$ cat src/rtl/alu_dispatch.sv
// alu_dispatch: execute-stage register driving the ALU, plus a 2-entry in-order result buffer for writeback
module alu_dispatch #(
    parameter int RD_W = 5
) (
    input  logic            clk,
    input  logic            rst,
    input  logic            flush,
    input  logic            in_valid,
    output logic            in_ready,
    input  logic [2:0]      in_ope,
    input  logic [31:0]     in_ds,
    input  logic [31:0]     in_dt,
    input  logic [RD_W-1:0] in_rd,
    output logic [2:0]      alu_ope,
    output logic [31:0]     alu_ds,
    output logic [31:0]     alu_dt,
    input  logic [31:0]     alu_dd,
    output logic            wb_valid,
    input  logic            wb_ready,
    output logic [RD_W-1:0] wb_rd,
    output logic [31:0]     wb_data,
    output logic            busy,
    output logic [31:0]     wb_count
);
    logic            e_valid;
    logic [2:0]      e_ope;
    logic [31:0]     e_ds;
    logic [31:0]     e_dt;
    logic [RD_W-1:0] e_rd;
    logic [RD_W-1:0] buf_rd [2];
    logic [31:0]     buf_data [2];
    logic            rptr;
    logic            wptr;
    logic [1:0]      count;
    logic [RD_W-1:0] last_rd;
    logic [31:0]     last_data;
    logic            writing;
    logic            wb_pop;
    logic            e_retire;
    logic            push;
    logic            accept;

    assign wb_valid = count != 2'd0;
    assign wb_rd    = wb_valid ? buf_rd[rptr] : last_rd;
    assign wb_data  = wb_valid ? buf_data[rptr] : last_data;
    assign alu_ope  = e_valid ? e_ope : 3'b000;
    assign alu_ds   = e_ds;
    assign alu_dt   = e_dt;
    assign busy     = e_valid | wb_valid;

    // Handshake decisions: a non-writing op always retires, a writing one needs a free or freeing slot
    always_comb begin
        writing  = (e_ope != 3'b000) && (e_ope != 3'b111) && (e_rd != '0);
        wb_pop   = wb_valid & wb_ready;
        e_retire = e_valid & (!writing | (count < 2'd2) | wb_pop);
        push     = e_retire & writing;
        in_ready = !flush & (!e_valid | e_retire);
        accept   = in_valid & in_ready;
    end

    // Execute register: loads on accept, empties on retire or flush; operands hold when empty
    always_ff @(posedge clk) begin
        if (rst) begin
            e_valid <= 1'b0;
            e_ope   <= 3'b000;
            e_ds    <= '0;
            e_dt    <= '0;
            e_rd    <= '0;
        end else if (accept) begin
            e_valid <= 1'b1;
            e_ope   <= in_ope;
            e_ds    <= in_ds;
            e_dt    <= in_dt;
            e_rd    <= in_rd;
        end else if (e_retire | flush) begin
            e_valid <= 1'b0;
        end
    end

    // Result buffer, last-popped holding value and handshake counter
    always_ff @(posedge clk) begin
        if (rst) begin
            count       <= 2'd0;
            rptr        <= 1'b0;
            wptr        <= 1'b0;
            last_rd     <= '0;
            last_data   <= '0;
            wb_count    <= '0;
            buf_rd[0]   <= '0;
            buf_rd[1]   <= '0;
            buf_data[0] <= '0;
            buf_data[1] <= '0;
        end else begin
            if (wb_pop) begin
                wb_count  <= wb_count + 32'd1;
                last_rd   <= wb_rd;
                last_data <= wb_data;
            end
            if (flush) begin
                count <= 2'd0;
                rptr  <= 1'b0;
                wptr  <= 1'b0;
            end else begin
                if (push) begin
                    buf_rd[wptr]   <= e_rd;
                    buf_data[wptr] <= alu_dd;
                    wptr           <= ~wptr;
                end
                if (wb_pop) rptr <= ~rptr;
                count <= count + {1'b0, push} - {1'b0, wb_pop};
            end
        end
    end
endmodule

$ cat config.mk
export PLATFORM = sky130hd
export DESIGN_NAME = alu_dispatch
export DESIGN_NICKNAME = d
export VERILOG_FILES = /design/src/rtl/alu_dispatch.sv
export SDC_FILE = /design/constraint.sdc
export NUM_CORES = 1
export LEC_CHECK = 0
export ABC_AREA = 1
export CORE_ASPECT_RATIO = 1.1
export CORE_MARGIN = 5
export CORE_UTILIZATION = 53
export CTS_CLUSTER_DIAMETER = 80
export DETAILED_ROUTE_END_ITERATION = 6
export GPL_TIMING_DRIVEN = 0
export PLACE_DENSITY = 0.85
export SETUP_SLACK_MARGIN = 0.05
export SKIP_LAST_GASP = 1
export SLEW_MARGIN = 20
export SYNTH_ARGS = -nofsm -noshare
export SYNTH_HDL_FRONTEND = slang
export SYNTH_SLANG_ARGS = --single-unit
$ cat constraint.sdc
create_clock -name clk -period 5.72 [get_ports clk]
set_clock_uncertainty 0.15 [all_clocks]
set_input_delay 0.858 -clock clk [delete_from_list [all_inputs] [get_ports clk]]
set_output_delay 0.858 -clock clk [all_outputs]
set_load 0.02 [all_outputs]
# After elaboration in Yosys (flattened, before gate mapping)
# Memories as Yosys holds them, arrays and structs flattened. A register that Yosys moved wholly into a read port is not among the register bits.
# Cells that the tools add are included.
[op_classes] addsub=3 multipliers=0 div_mod_pow=0 magnitude_cmp=1 n_eq_ne=1 shift=0 n_mux=21 bitwise=12 reduce_logical=12
[ops] op="$mux 32" n=2
[ops] op="$add 32x1->32 const B" n=1
[ops] op="$reduce_or 32->1" n=1
[ops] op="$mux 1" n=16
[ops] op="$mux 5" n=2
[ops] op="$and 1x1->1" n=5
[ops] op="$or 1x1->1" n=5
[ops] op="$reduce_bool 5->1" n=1
[ops] op="$reduce_or 5->1" n=1
[ops] op="$reduce_bool 2->1" n=2
[ops] op="$logic_not 1->1" n=3
[ops] op="$mux 3" n=1
[ops] op="$ne 3x3->1 const B" n=1
[ops] op="$reduce_bool 3->1" n=1
[ops] op="$add 2x1->2" n=1
[ops] op="$logic_and 1x1->1" n=2
[ops] op="$lt 2x2->1 const B" n=1
[ops] op="$not 1->1" n=2
[ops] op="$reduce_or 2->1" n=1
[ops] op="$sub 2x1->2" n=1
[word_totals] ff_bits=146 latch_bits=0 ram_bits=74 romBits=0 inputBits=109 wordCells=63 n_memories=2
[memory_table] memory="buf_data" depth=2 width=32 read_ports=1 rd_clocked_by_memory_dff=1 wr=2 line_no="31" text="logic [31:0] buf_data [2];"
[memory_table] memory="buf_rd" depth=2 width=5 read_ports=1 rd_clocked_by_memory_dff=1 wr=2 line_no="30" text="logic [RD_W-1:0] buf_rd [2];"

# Logic depth before layout (Yosys ltp)
# Gate-level depths: netlist of run 1.
[logic_depth] depth_word=14 mapped_depth=10 mapped_depth_nobuf=10

# Worst setup path before layout of run 1
# OpenSTA, ideal clock, no wires.
[synth_timing] path_kind="input to register" startpoint="in flush" endpoint="mem buf_data[0][0] (enable)" setup_ns=0.395 t_arrival_ns=2.409 t_required_ns=5.175 slack_ns=2.766 path_stages=7 cell_sequence="nor2_1 -> inv_1 -> nor2_1 -> nand2_1 -> buf_2 -> buf_4 -> nand2_1"
[synth_lines] element="from (decl)" line_no="7" text="input logic flush,"
[synth_lines] element="to (decl)" line_no="31"

# Worst setup path after layout of run 1
[layout_timing] startpoint="reg count[1]" endpoint="out wb_data[27]"
[layout_via] elab_chain_len=2
[layout_rtl] element="from (decl)" line_no="34" text="logic [1:0] count;"
[layout_rtl] element="from (signal assigned)" line_no="110" text="count <= count + {1'b0, push} - {1'b0, wb_pop};"
[layout_rtl] element="$reduce_bool 2->1" line_no="43" text="assign wb_valid = count != 2'd0;"
[layout_rtl] element="$mux 32" line_no="45" text="assign wb_data = wb_valid ? buf_data[rptr] : last_data;"
[layout_rtl] element="to (decl)" line_no="21" text="output logic [31:0] wb_data,"
# Every way passes these cells.

==> results of run 1 <==
cell families after synthesis:
logic type / Yosys count
AO/OA/AOI/OAI: 103
XOR/XNOR: 5
adder cells (fa/ha/maj): 3
buffers and inverters: 223
flip-flops: 221
multiplexers: 37
AND/OR/NAND/NOR: 633
worst paths after layout:
path | depth (start not counted) | endpoint | from
max | 6 | wb_data[27] | count[1]$_SDFF_PP0_
min | 1 | flop | rptr$_SDFFE_PP0P_
max reg2reg | 9 | buf_data[0][31]$_SDFFCE_PN0P_ | e_valid$_SDFFE_PP0P_
min reg2reg | 1 | flop | rptr$_SDFFE_PP0P_
synthesized netlist by cell type (8+ instances only):
library cell,n,area [µm²]
sky130_fd_sc_hd__nand3_1,17,85.1
sky130_fd_sc_hd__clkbuf_1,19,71.3
sky130_fd_sc_hd__o21ai_0,46,230
sky130_fd_sc_hd__a211oi_1,17,128
sky130_fd_sc_hd__inv_1,159,597
sky130_fd_sc_hd__buf_2,25,125
sky130_fd_sc_hd__a21oi_1,12,60.1
sky130_fd_sc_hd__buf_6,11,124
sky130_fd_sc_hd__dfxtp_1,147,2940
sky130_fd_sc_hd__nand4_1,9,56.3
sky130_fd_sc_hd__mux2i_1,37,370
sky130_fd_sc_hd__nor2_1,312,1170
sky130_fd_sc_hd__edfxtp_1,74,2220
sky130_fd_sc_hd__a211oi_2,20,250
sky130_fd_sc_hd__nor2_2,8,50.1
sky130_fd_sc_hd__nand2_1,274,1030
stage by stage:
| step | cells | hold WS, ns | power [W] |
|---|---|---|---|
| detailed placement | 1717 | 0.316 | 0.00213 |
| CTS | 1758 | 0.326 | 0.00348 |
| global placement | 1715 | 0.287 | 0.00211 |
| floorplan | 1225 | 0.275 | 0.00192 |
| finish | 1758 | 0.318 | 0.00346 |
| global route | 1758 | 0.333 | 0.00360 |
power groups by stage:
| stage | combinational (W) | clock (W) | sequential [W] |
|---|---|---|---|
| 5_1_grt | 0.000427 | 0.00146 | 0.00171 |
| 2_1_floorplan | 0.000148 | 0 | 0.00177 |
| 6_report | 0.000392 | 0.00137 | 0.00170 |
| 4_1_cts | 0.000395 | 0.00138 | 0.00170 |
| 3_3_place_gp | 0.000379 | 0 | 0.00173 |
| 3_5_place_dp | 0.000390 | 0 | 0.00174 |
layout make-up:
cell class                 count  share of cell area, %
clock buffer                  27                   4.52
clock inverter                14                  0.556
timing repair buffer         249                   18.9
inverter                     163                   4.61
buffer                        60                   2.58
tap                          243                   2.29
sequential                   221                   38.9
multi-input combinational    781                   27.6
critical path, stage by stage, from the launching register on:
cell and delay [ns]:
sky130_fd_sc_hd__dfxtp_1 0.35, sky130_fd_sc_hd__nor2_2 0.28, sky130_fd_sc_hd__buf_2 0.30, sky130_fd_sc_hd__clkbuf_1 0.43
sky130_fd_sc_hd__nand2_1 0.11, sky130_fd_sc_hd__o21ai_0 0.16, sky130_fd_sc_hd__clkdlybuf4s50_1 0.67
sequential cells by signal, indices dropped and copies added, names as in the netlist, named ones only:
register	cells
buf_data	64
alu_ds	32
alu_dt	32
last_data	32
wb_count	32
buf_rd	10
e_rd	5
last_rd	5
e_ope	3
count	2
e_valid	1
rptr	1
wptr	1
routing by layer:
metal  vias up  global-route usage (%)  wire length [µm]
li1       4352                       -                 -
met1      4051                    27.9             10300
met2       350                    46.0             13800
met3        68                    9.35              3230
met4         4                    8.63               970
met5         -                       0                20
==> impl_results.html, run 1 <==
<table>
<tr><th>Metric</th><th>Value</th></tr>
<tr><th colspan="2">Outcome</th></tr>
<tr><td>Run status</td><td>finished, final reports clean</td></tr>
<tr><th colspan="2">Route</th></tr>
<tr><td>Post-Route WL</td><td>around 28 mm</td></tr>
<tr><td>Wire length per cell after detailed routing</td><td>16.1 µm</td></tr>
<tr><td>Via-to-Cell Ratio</td><td>between 5 and 6</td></tr>
<tr><td>Iter 0 DRT Violations</td><td>~520</td></tr>
<tr><td>DR vias</td><td>8,825</td></tr>
<tr><td>Drc violations</td><td>0</td></tr>
<tr><td>Post-detailed-route count of antenna-violating nets</td><td>0</td></tr>
<tr><td>1st-pass router iterations</td><td>5</td></tr>
<tr><th colspan="2">Clocking</th></tr>
<tr><td>H-tree depth</td><td>1</td></tr>
<tr><td>Hold buffers post-CTS</td><td>0</td></tr>
<tr><td>Worst-Skew Late Latency</td><td>0.50 ns</td></tr>
<tr><td>Post-cts sizing count</td><td>0</td></tr>
<tr><td>Total setup buffers inserted after CTS</td><td>0</td></tr>
<tr><td>TritonCTS Sinks</td><td>221</td></tr>
<tr><td>Clock tree from TritonCTS</td><td>yes</td></tr>
<tr><td>CTS max path bufs</td><td>3</td></tr>
<tr><td>Clock transition at path regs</td><td>0.06 ns</td></tr>
<tr><td>Clock Root Buffer</td><td>sky130_fd_sc_hd__clkbuf_16</td></tr>
<tr><td>Total clock buffers created by CTS</td><td>23</td></tr>
<tr><th colspan="2">Final layout</th></tr>
<tr><td>Most frequent standard cell in the layout excluding fill and tap cells</td><td>sky130_fd_sc_hd__nor2_1</td></tr>
<tr><td># fillers</td><td>1,365</td></tr>
<tr><td>Number of nets at the end of the flow</td><td>~1,600</td></tr>
<tr><td>Highest-count cells in the layout ignoring fill and taps</td><td>sky130_fd_sc_hd__nor2_1 (312), sky130_fd_sc_hd__nand2_1 (272), sky130_fd_sc_hd__clkdlybuf4s50_1 (247), sky130_fd_sc_hd__inv_1 (159), sky130_fd_sc_hd__dfxtp_1 (147)</td></tr>
<tr><td>Number of antenna diodes</td><td>0</td></tr>
<tr><td>Layout overhead on the synthesized area</td><td>35.7%</td></tr>
<tr><td>Fraction of final layout cells with drive strength greater than 1</td><td>roughly 7.5%</td></tr>
<tr><td>Final standard cell area without fillers</td><td>13,300 µm²</td></tr>
<tr><td>Share of the core filled with cells</td><td>72.7%</td></tr>
<tr><td>Flip-flop and latch area</td><td>between 5000 and 6000 µm²</td></tr>
<tr><td>Footprint of the multi-input gates</td><td>between 3000 and 4000 µm²</td></tr>
<tr><th colspan="2">Timing</th></tr>
<tr><td>Worst rel slew slack</td><td>just over 50%</td></tr>
<tr><td>Final hold violation count</td><td>0</td></tr>
<tr><td>Final setup fails</td><td>0</td></tr>
<tr><td>Final Max Tran Viols</td><td>0</td></tr>
<tr><td>Setup TNS Final</td><td>0 ns</td></tr>
<tr><td>Smallest setup slack after layout</td><td>1.91 ns</td></tr>
<tr><td>RSZ-0062 raised after global routing</td><td>no</td></tr>
<tr><td>Final worst path period need</td><td>about 3.8 ns</td></tr>
<tr><td>Worst slew pin tran</td><td>roughly 0.74 ns</td></tr>
<tr><td>Post-route clock period utilization</td><td>approximately two thirds</td></tr>
<tr><td>Fmax</td><td>between 0.2 and 0.3 GHz</td></tr>
<tr><th colspan="2">Worst setup path</th></tr>
<tr><td>Critical path data arrival time</td><td>between 2 and 3 ns</td></tr>
<tr><td>Maximum fanout encountered on the critical timing path</td><td>10</td></tr>
<tr><td>Slack of the worst reg-to-reg path</td><td>3.32 ns</td></tr>
<tr><td>Setup crit end kind</td><td>output pin</td></tr>
<tr><td>Data required time at the worst endpoint</td><td>about 4.7 ns</td></tr>
<tr><td>Sort of element at the start of the critical path</td><td>flop</td></tr>
<tr><td>Startpoint-to-endpoint class of the critical path</td><td>reg -&gt; out</td></tr>
<tr><th colspan="2">Synthesis</th></tr>
<tr><td>Combined area of all synthesized cells</td><td>roughly 9800 µm²</td></tr>
<tr><td>Synthesis warning total</td><td>0</td></tr>
<tr><td>Post-synth cell types</td><td>33</td></tr>
<tr><td>Number of flops mapped to enable cells by yosys</td><td>between 70 and 80</td></tr>
<tr><td>Post-synthesis share of cell area spent on and, or, nand and nor gates</td><td>25.5%</td></tr>
<tr><td>Share of synthesized area spent on multiplexers</td><td>about 3.8%</td></tr>
<tr><td>Number of flip-flops and latches in the synthesized netlist</td><td>around 220</td></tr>
<tr><td>Synthesized net count</td><td>around 1,300</td></tr>
<tr><td>Main combinational cell family by area after synthesis</td><td>simple AND/OR/NAND/NOR gates</td></tr>
<tr><td>Leading register cell type out of synthesis</td><td>sky130_fd_sc_hd__dfxtp_1</td></tr>
<tr><td>Synth Area in Compound Gates</td><td>under 10%</td></tr>
<tr><td>Parity-gate share of the synthesized area counting xor and xnor cells</td><td>less than 1%</td></tr>
<tr><td>Sequential-to-total area share from yosys stat</td><td>52.8%</td></tr>
<tr><td>Instance count of the mapped netlist</td><td>1,225</td></tr>
<tr><td>Mean area per synthesized cell</td><td>roughly 8 µm²</td></tr>
<tr><td>Post-Synth Adder-Cell Area</td><td>less than 1%</td></tr>
<tr><td>Fraction of registers with async set/reset</td><td>0%</td></tr>
<tr><th colspan="2">Pwr</th></tr>
<tr><td>Total leakage power</td><td>between 5 and 6 nW</td></tr>
<tr><td>Part of the power in combinational logic</td><td>between 10% and 20%</td></tr>
<tr><td>Power Internal</td><td>between 0.002 and 0.003 W</td></tr>
<tr><td>Switching Fraction</td><td>24.7%</td></tr>
<tr><td>Register share of total power</td><td>between 40% and 50%</td></tr>
<tr><td>IR drop worst, VDD</td><td>about 280 µV</td></tr>
<tr><td>Psw</td><td>0.000854 W</td></tr>
<tr><td>Clock Power Share</td><td>39.5%</td></tr>
<tr><td>Power density over cell area</td><td>~260 nW/µm²</td></tr>
<tr><th colspan="2">Placement</th></tr>
<tr><td>Placer congestion estimate</td><td>~0.93</td></tr>
<tr><td>Number of buffers added on ports</td><td>about 250</td></tr>
<tr><td>Total half-perimeter wirelength after legalization and detailed placement</td><td>~21 mm</td></tr>
<tr><td>Place WS</td><td>a little under 2 ns</td></tr>
<tr><td>Instance area at placement</td><td>about 13,000 µm²</td></tr>
<tr><th colspan="2">Die</th></tr>
<tr><td>Row cnt</td><td>52</td></tr>
<tr><td>Count of boundary I/O pins</td><td>about 250</td></tr>
<tr><td>Area of the core region</td><td>about 18,000 µm²</td></tr>
<tr><td>Overall die area</td><td>21,300 µm²</td></tr>
<tr><td>Die width</td><td>140 µm</td></tr>
<tr><td>Starting density of the core</td><td>53.5%</td></tr>
<tr><td>Chip height</td><td>between 150 and 200 µm</td></tr>
<tr><th colspan="2">Hold path</th></tr>
<tr><td>Min-Delay Path Class</td><td>reg -&gt; reg</td></tr>
<tr><th colspan="2">Global route</th></tr>
<tr><td>All-layer global routing usage</td><td>25.6%</td></tr>
<tr><td>Maximum number of pins on one net before global-route repair</td><td>27</td></tr>
<tr><td>Overall overflow remaining after global route</td><td>0</td></tr>
<tr><td>Number of global-route vias before repair</td><td>slightly below 9,000</td></tr>
<tr><td>Initial antenna violation count</td><td>2</td></tr>
<tr><td>Global-route wire length before repair</td><td>44.8 mm</td></tr>
<tr><th colspan="2">Job</th></tr>
<tr><td>Number of max-cap violations</td><td>0</td></tr>
</table>
Power figures use the tool's default switching activity.
==> inputs of run 2 (changes only) <==
--- a/config.mk
+++ b/config.mk
@@ -8,11 +8,11 @@
 export ABC_AREA = 1
 export CORE_ASPECT_RATIO = 1.1
 export CORE_MARGIN = 5
-export CORE_UTILIZATION = 53
+export CORE_UTILIZATION = 45
 export CTS_CLUSTER_DIAMETER = 80
 export DETAILED_ROUTE_END_ITERATION = 6
 export GPL_TIMING_DRIVEN = 0
-export PLACE_DENSITY = 0.85
+export PLACE_DENSITY = 0.77
 export SETUP_SLACK_MARGIN = 0.05
 export SKIP_LAST_GASP = 1
 export SLEW_MARGIN = 20
==> constraint.sdc (replaced) <==
create_clock -name clk -period 3.5 [get_ports clk]
set_clock_uncertainty 0.15 [all_clocks]
set_input_delay 0.525 -clock clk [delete_from_list [all_inputs] [get_ports clk]]
set_output_delay 0.525 -clock clk [all_outputs]
set_load 0.02 [all_outputs]
==> impl_results.html, run 2 (synthesized netlist as in run 1, its figures left out) <==
<table>
<tr><th>Metric</th><th>Value</th></tr>
<tr><th colspan="2">Final layout</th></tr>
<tr><td>Flip-flop and latch area</td><td>between 5000 and 6000 µm²</td></tr>
<tr><td>Number of nets at the end of the flow</td><td>around 1,600</td></tr>
<tr><td>Share of the core filled with cells</td><td>between 60% and 70%</td></tr>
<tr><td># fillers</td><td>between 1,500 and 2,000</td></tr>
<tr><td>Highest-count cells in the layout ignoring fill and taps</td><td>sky130_fd_sc_hd__nor2_1 (312), sky130_fd_sc_hd__nand2_1 (272), sky130_fd_sc_hd__clkdlybuf4s50_1 (247), sky130_fd_sc_hd__inv_1 (159), sky130_fd_sc_hd__dfxtp_1 (147)</td></tr>
<tr><td>Most frequent standard cell in the layout excluding fill and tap cells</td><td>sky130_fd_sc_hd__nor2_1</td></tr>
<tr><td>Layout overhead on the synthesized area</td><td>38.3%</td></tr>
<tr><td>Most flop-heavy register</td><td>buf_data</td></tr>
<tr><td>Number of flip-flops under the largest register name</td><td>64</td></tr>
<tr><td>Number of antenna diodes</td><td>0</td></tr>
<tr><td>Fraction of final layout cells with drive strength greater than 1</td><td>8.23%</td></tr>
<tr><td>Footprint of the multi-input gates</td><td>approximately 3700 µm²</td></tr>
<tr><th colspan="2">Route</th></tr>
<tr><td>Post-detailed-route count of antenna-violating nets</td><td>0</td></tr>
<tr><td>Via-to-Cell Ratio</td><td>between 4 and 5</td></tr>
<tr><td>Post-Route WL</td><td>between 20 and 30 mm</td></tr>
<tr><td>Drc violations</td><td>0</td></tr>
<tr><td>1st-pass router iterations</td><td>5</td></tr>
<tr><td>Wire length per cell after detailed routing</td><td>15.2 µm</td></tr>
<tr><td>DR vias</td><td>~8,600</td></tr>
<tr><td>Iter 0 DRT Violations</td><td>about 420</td></tr>
<tr><th colspan="2">Pwr</th></tr>
<tr><td>Part of the power in combinational logic</td><td>10.3%</td></tr>
<tr><td>Total leakage power</td><td>about 5.7 nW</td></tr>
<tr><td>Power density over cell area</td><td>about 460 nW/µm²</td></tr>
<tr><td>Power Internal</td><td>between 0.004 and 0.005 W</td></tr>
<tr><td>Psw</td><td>between 0.001 and 0.0015 W</td></tr>
<tr><td>Switching Fraction</td><td>between 20% and 30%</td></tr>
<tr><td>Clock Power Share</td><td>between 40 and 50%</td></tr>
<tr><td>IR drop worst, VDD</td><td>364 µV</td></tr>
<tr><td>Register share of total power</td><td>a little under half</td></tr>
<tr><th colspan="2">Worst setup path</th></tr>
<tr><td>Setup crit end kind</td><td>output pin</td></tr>
<tr><td>Number of cells on the worst reg-to-reg path</td><td>9</td></tr>
<tr><td>Startpoint-to-endpoint class of the critical path</td><td>reg -&gt; out</td></tr>
<tr><td>Slack of the worst reg-to-reg path</td><td>between 1 and 1.5 ns</td></tr>
<tr><td>Critical path data arrival time</td><td>between 2 and 3 ns</td></tr>
<tr><td>Maximum fanout encountered on the critical timing path</td><td>10</td></tr>
<tr><td>Launching point of the worst reg2reg path</td><td>e_valid$_SDFFE_PP0P_</td></tr>
<tr><td>Data required time at the worst endpoint</td><td>approximately 2.8 ns</td></tr>
<tr><td>R2r endpoint</td><td>buf_data[1][24]$_SDFFCE_PN0P_</td></tr>
<tr><td>Sort of element at the start of the critical path</td><td>flop</td></tr>
<tr><th colspan="2">Clocking</th></tr>
<tr><td>TritonCTS Sinks</td><td>~220</td></tr>
<tr><td>CTS max path bufs</td><td>3</td></tr>
<tr><td>Worst-Skew Late Latency</td><td>about 0.51 ns</td></tr>
<tr><td>Clock transition at path regs</td><td>0.06 ns</td></tr>
<tr><td>Clock Root Buffer</td><td>sky130_fd_sc_hd__clkbuf_16</td></tr>
<tr><td>Clock tree from TritonCTS</td><td>yes</td></tr>
<tr><td>Hold buffers post-CTS</td><td>0</td></tr>
<tr><td>H-tree depth</td><td>1</td></tr>
<tr><td>Total clock buffers created by CTS</td><td>24</td></tr>
<tr><th colspan="2">Timing</th></tr>
<tr><td>Post-route clock period utilization</td><td>~94%</td></tr>
<tr><td>Final worst path period need</td><td>roughly 3.3 ns</td></tr>
<tr><td>Worst rel slew slack</td><td>a little over 50%</td></tr>
<tr><td>Final hold violation count</td><td>0</td></tr>
<tr><td>RSZ-0062 raised after global routing</td><td>no</td></tr>
<tr><td>Final setup fails</td><td>0</td></tr>
<tr><td>Setup TNS Final</td><td>0 ns</td></tr>
<tr><td>Final Max Tran Viols</td><td>0</td></tr>
<tr><td>Fmax</td><td>0.305 GHz</td></tr>
<tr><td>Worst slew pin tran</td><td>around 0.72 ns</td></tr>
<tr><td>Worst hold slack</td><td>roughly 0.31 ns</td></tr>
<tr><th colspan="2">Hold path</th></tr>
<tr><td>Worst Hold Launch</td><td>rptr$_SDFFE_PP0P_</td></tr>
<tr><td>Min-Delay Path Class</td><td>reg -&gt; reg</td></tr>
<tr><td>Worst Hold Path Cells</td><td>1</td></tr>
<tr><th colspan="2">Die</th></tr>
<tr><td>Overall die area</td><td>~25,000 µm²</td></tr>
<tr><td>Starting density of the core</td><td>about 46%</td></tr>
<tr><td>Area of the core region</td><td>approximately 21,000 µm²</td></tr>
<tr><td>Chip height</td><td>165 µm</td></tr>
<tr><td>Count of boundary I/O pins</td><td>around 250</td></tr>
<tr><td>Die width</td><td>151 µm</td></tr>
<tr><td>Row cnt</td><td>56</td></tr>
<tr><th colspan="2">Global route</th></tr>
<tr><td>Overall overflow remaining after global route</td><td>0</td></tr>
<tr><td>Number of global-route vias before repair</td><td>about 8,700</td></tr>
<tr><td>Initial antenna violation count</td><td>0</td></tr>
<tr><td>Global-route wire length before repair</td><td>approximately 43 mm</td></tr>
<tr><td>Maximum number of pins on one net before global-route repair</td><td>28</td></tr>
<tr><td>All-layer global routing usage</td><td>21.9%</td></tr>
<tr><th colspan="2">Placement</th></tr>
<tr><td>Number of buffers added on ports</td><td>247</td></tr>
<tr><td>Placer congestion estimate</td><td>~0.85</td></tr>
<tr><td>Total half-perimeter wirelength after legalization and detailed placement</td><td>between 20 and 25 mm</td></tr>
<tr><th colspan="2">Job</th></tr>
<tr><td>Number of max-cap violations</td><td>0</td></tr>
<tr><th colspan="2">Outcome</th></tr>
<tr><td>Run status</td><td>finished, final reports clean</td></tr>
</table>
## run 2: cell type report
cell class | count | area share (%)
Sequential cell | 221 | 38.1
Multi-Input combinational cell | 781 | 27.1
Timing Repair Buffer | 249 | 18.6
Clock buffer | 31 | 5.01
Inverter | 163 | 4.52
Tap cell | 290 | 2.68
Buffer | 60 | 2.57
Clock inverter | 13 | 1.40
## run 2: per-stage QoR
step           power (W)  instances  setup slack, ns  cell area, µm²
2_1_floorplan    0.00314       1225            0.879            9790
3_3_place_gp     0.00346       1762           -0.814           12600
3_5_place_dp     0.00347       1764           0.0939           12700
4_1_cts          0.00622       1808           0.0687           13500
5_1_grt          0.00639       1808            0.114           13500
6_report         0.00617       1808            0.226           13500
## run 2: critical path, stage by stage, from the launching register on
cell,delay [ns]
sky130_fd_sc_hd__dfxtp_1,0.34
sky130_fd_sc_hd__nor2_2,0.26
sky130_fd_sc_hd__buf_2,0.29
sky130_fd_sc_hd__clkbuf_2,0.27
sky130_fd_sc_hd__nand2_1,0.08
sky130_fd_sc_hd__o21ai_0,0.16
sky130_fd_sc_hd__clkdlybuf4s50_1,0.68
## run 2: layer usage
metal / global-route usage (%) / part of all wire [%] / up-vias
li1: - / - / 4352
met5: 0 / 0 / -
met2: 38.7 / 49 / 291
met4: 5.85 / 2.1 / 0
met3: 8.26 / 11 / 39
met1: 24.7 / 38 / 3922
## run 2: worst max path at each step
stage | start | depth (start not counted) | slack (ns) | end
detailed placement | rst | 6 | 0.09 | buf_data[0][24]$_SDFFCE_PN0P_
global route | count[1]$_SDFF_PP0_ | 6 | 0.11 | wb_rd[1]
global placement | rst | 5 | -0.81 | buf_data[1][25]$_SDFFCE_PN0P_
finish | count[1]$_SDFF_PP0_ | 6 | 0.23 | wb_rd[3]
CTS | count[1]$_SDFF_PP0_ | 6 | 0.07 | wb_data[6]
floorplan | flush | 7 | 0.88 | buf_data[0][0]$_SDFFCE_PN0P_
## run 2: power groups by stage
stage / Sequential [W] / Combinational [W] / Clock, W
finish: 0.00278 / 0.000633 / 0.00275
global route: 0.00279 / 0.000693 / 0.00291
CTS: 0.00278 / 0.000640 / 0.00279
detailed placement: 0.00284 / 0.000635 / 0
global placement: 0.00284 / 0.000621 / 0
floorplan: 0.00289 / 0.000242 / 0
## run 2: what timing repair did
| action | 4_1_cts | 5_1_grt |
|---|---|---|
| setup endpoints to repair | 2 | 19 |
| buffers inserted | 0 | 0 |
| gates resized for setup | 2 | 4 |
==> inputs of run 3 (changes only) <==
--- a/config.mk
+++ b/config.mk
@@ -7,7 +7,6 @@
 export LEC_CHECK = 0
 export ABC_AREA = 1
 export CORE_ASPECT_RATIO = 1.1
-export CORE_MARGIN = 5
 export CORE_UTILIZATION = 45
 export CTS_CLUSTER_DIAMETER = 80
 export DETAILED_ROUTE_END_ITERATION = 6
==> impl_results.html, run 3 (synthesized netlist as in run 1, its figures left out) <==
<table>
<tr><th>Metric</th><th>Value</th></tr>
<tr><th colspan="2">Placement</th></tr>
<tr><td>Placer congestion estimate</td><td>around 0.83</td></tr>
<tr><td>Total half-perimeter wirelength after legalization and detailed placement</td><td>approximately 19 mm</td></tr>
<tr><td>Placed cell count</td><td>around 1,800</td></tr>
<tr><td>Number of buffers added on ports</td><td>between 200 and 250</td></tr>
<tr><th colspan="2">Global route</th></tr>
<tr><td>All-layer global routing usage</td><td>23.7%</td></tr>
<tr><td>Global-route wire length before repair</td><td>41.5 mm</td></tr>
<tr><td>Maximum number of pins on one net before global-route repair</td><td>28</td></tr>
<tr><td>Overall overflow remaining after global route</td><td>0</td></tr>
<tr><td>Initial antenna violation count</td><td>1</td></tr>
<tr><td>Number of global-route vias before repair</td><td>8,336</td></tr>
<tr><th colspan="2">Timing</th></tr>
<tr><td>Worst rel slew slack</td><td>50.2%</td></tr>
<tr><td>Final Max Tran Viols</td><td>0</td></tr>
<tr><td>Fmax</td><td>0.303 GHz</td></tr>
<tr><td>Final worst path period need</td><td>~3.3 ns</td></tr>
<tr><td>Worst slew pin tran</td><td>between 0.7 and 0.8 ns</td></tr>
<tr><td>RSZ-0062 raised after global routing</td><td>no</td></tr>
<tr><td>Final setup fails</td><td>0</td></tr>
<tr><td>Post-route clock period utilization</td><td>a little over nine tenths</td></tr>
<tr><td>Final hold violation count</td><td>0</td></tr>
<tr><th colspan="2">Worst setup path</th></tr>
<tr><td>Worst path max stage delay</td><td>just under 0.7 ns</td></tr>
<tr><td>Cell type with the highest occurrence count on the critical path</td><td>sky130_fd_sc_hd__buf_2</td></tr>
<tr><td>Startpoint-to-endpoint class of the critical path</td><td>reg -&gt; out</td></tr>
<tr><td>Setup crit end kind</td><td>output pin</td></tr>
<tr><td>Maximum fanout encountered on the critical timing path</td><td>10</td></tr>
<tr><td>Crit-path leading delay family</td><td>buffers and inverters</td></tr>
<tr><td>Critical path data arrival time</td><td>2.62 ns</td></tr>
<tr><td>Crit-path slowest cell</td><td>sky130_fd_sc_hd__clkdlybuf4s50_1</td></tr>
<tr><td>Crit path buffers/inverters</td><td>3</td></tr>
<tr><td>Launching point of the worst reg2reg path</td><td>e_valid$_SDFFE_PP0P_</td></tr>
<tr><td>Sort of element at the start of the critical path</td><td>flop</td></tr>
<tr><td>Data required time at the worst endpoint</td><td>between 2 and 3 ns</td></tr>
<tr><td>Cell Chain, Critical Path</td><td>buf_2, buf_2, mux2i_1, o21ai_0, clkdlybuf4s50_1</td></tr>
<tr><th colspan="2">Final layout</th></tr>
<tr><td>Number of nets at the end of the flow</td><td>between 1,500 and 2,000</td></tr>
<tr><td>Most frequent standard cell in the layout excluding fill and tap cells</td><td>sky130_fd_sc_hd__nor2_1</td></tr>
<tr><td>Layout overhead on the synthesized area</td><td>37.7%</td></tr>
<tr><td>Most flop-heavy register</td><td>buf_data</td></tr>
<tr><td>Number of flip-flops under the largest register name</td><td>between 60 and 70</td></tr>
<tr><td>Post-layout instance count excluding filler cells</td><td>between 1,500 and 2,000</td></tr>
<tr><td>Highest-count cells in the layout ignoring fill and taps</td><td>sky130_fd_sc_hd__nor2_1 (312), sky130_fd_sc_hd__nand2_1 (272), sky130_fd_sc_hd__clkdlybuf4s50_1 (247), sky130_fd_sc_hd__inv_1 (159), sky130_fd_sc_hd__dfxtp_1 (147)</td></tr>
<tr><td>Share of the core filled with cells</td><td>63.3%</td></tr>
<tr><td>Fraction of final layout cells with drive strength greater than 1</td><td>under 10%</td></tr>
<tr><th colspan="2">Die</th></tr>
<tr><td>Overall die area</td><td>22,300 µm²</td></tr>
<tr><td>Die width</td><td>143 µm</td></tr>
<tr><td>Count of boundary I/O pins</td><td>approximately 250</td></tr>
<tr><td>Starting density of the core</td><td>45.9%</td></tr>
<tr><td>Area of the core region</td><td>21,300 µm²</td></tr>
<tr><td>Chip height</td><td>157 µm</td></tr>
<tr><td>Row cnt</td><td>56</td></tr>
<tr><th colspan="2">Route</th></tr>
<tr><td>Post-Route WL</td><td>between 20 and 30 mm</td></tr>
<tr><td>Iter 0 DRT Violations</td><td>between 300 and 400</td></tr>
<tr><td>DR vias</td><td>approximately 8,500</td></tr>
<tr><td>Wire length per cell after detailed routing</td><td>between 10 and 15 µm</td></tr>
<tr><td>1st-pass router iterations</td><td>5</td></tr>
<tr><td>Post-detailed-route count of antenna-violating nets</td><td>0</td></tr>
<tr><td>Drc violations</td><td>0</td></tr>
<tr><td>Via-to-Cell Ratio</td><td>between 4 and 5</td></tr>
<tr><th colspan="2">Clocking</th></tr>
<tr><td>CTS max path bufs</td><td>3</td></tr>
<tr><td>H-tree depth</td><td>1</td></tr>
<tr><td>Worst-Skew Late Latency</td><td>0.51 ns</td></tr>
<tr><td>Clock Root Buffer</td><td>sky130_fd_sc_hd__clkbuf_16</td></tr>
<tr><td>Clock tree from TritonCTS</td><td>yes</td></tr>
<tr><td>Clock transition at path regs</td><td>roughly 0.060 ns</td></tr>
<tr><td>Post-cts sizing count</td><td>0</td></tr>
<tr><td>Total clock buffers created by CTS</td><td>24</td></tr>
<tr><td>Hold buffers post-CTS</td><td>0</td></tr>
<tr><td>TritonCTS Sinks</td><td>roughly 220</td></tr>
<tr><td>Total setup buffers inserted after CTS</td><td>0</td></tr>
<tr><th colspan="2">Pwr</th></tr>
<tr><td>Total leakage power</td><td>5.62 nW</td></tr>
<tr><td>IR drop worst, VDD</td><td>roughly 420 µV</td></tr>
<tr><td>Power density over cell area</td><td>about 440 nW/µm²</td></tr>
<tr><td>Total power</td><td>0.00598 W</td></tr>
<tr><th colspan="2">Hold path</th></tr>
<tr><td>Worst Hold Launch</td><td>rptr$_SDFFE_PP0P_</td></tr>
<tr><td>Min-Delay Path Class</td><td>reg -&gt; reg</td></tr>
<tr><th colspan="2">Job</th></tr>
<tr><td>Number of max-cap violations</td><td>0</td></tr>
<tr><th colspan="2">Outcome</th></tr>
<tr><td>Run status</td><td>finished, final reports clean</td></tr>
</table>
run 3: final cells by class:
class                           count  area (µm²)
Clock inverter                     10         111
Sequential cell                   221        5160
Fill cell                        1848        7830
Multi-Input combinational cell    781        3670
Clock buffer                       34         689
Tap cell                          290         363
Buffer                             60         348
Timing Repair Buffer              249        2510
Antenna cell                        1        2.50
Inverter                          163         612
run 3: where the power goes:
group,leakage [nW],switching [W],internal (W)
sequential,1.96,0.0000420,0.00274
combinational,3.27,0.000336,0.000296
clock,0.386,0.00104,0.00152
total,5.62,0.00141,0.00456
run 3: path summary, 6_finish.rpt:
kind / cells after the start / slack, ns / end
min: 1 / 0.31 / rptr$_SDFFE_PP0P_
min reg2reg: 1 / 0.31 / rptr$_SDFFE_PP0P_
max: 5 / 0.20 / wb_rd[4]
max reg2reg: 9 / 1.12 / buf_data[0][26]$_SDFFCE_PN0P_
run 3: worst register-to-register path, stage by stage, from the launching register on:
cell                      delay [ns]
sky130_fd_sc_hd__dfxtp_1        0.44
sky130_fd_sc_hd__inv_1          0.11
sky130_fd_sc_hd__nor2_1         0.11
sky130_fd_sc_hd__nand3_1        0.15
sky130_fd_sc_hd__inv_2          0.09
sky130_fd_sc_hd__nand2_1        0.08
sky130_fd_sc_hd__buf_2          0.20
sky130_fd_sc_hd__buf_4          0.20
sky130_fd_sc_hd__nand2_2        0.27
sky130_fd_sc_hd__buf_12         0.25
run 3: routing by layer:
layer	vias to the layer above	track usage, %	wire length [µm]
met5	-	0	0
met4	0	5.43	451
met3	32	7.25	2440
met2	283	43.7	13200
met1	3856	26.5	10400
li1	4359	-	-
run 3: per-stage QoR:
step	hold WS (ns)	area, µm²	setup slack, ns	TNS, ns
after floorplan	0.275	9790	0.879	0
after global routing	0.330	13500	0.0655	0
after CTS	0.310	13500	0.0683	0
after detailed placement	0.296	12700	0.104	0
after global placement	0.288	12600	-0.774	-56.65
final	0.308	13500	0.202	0
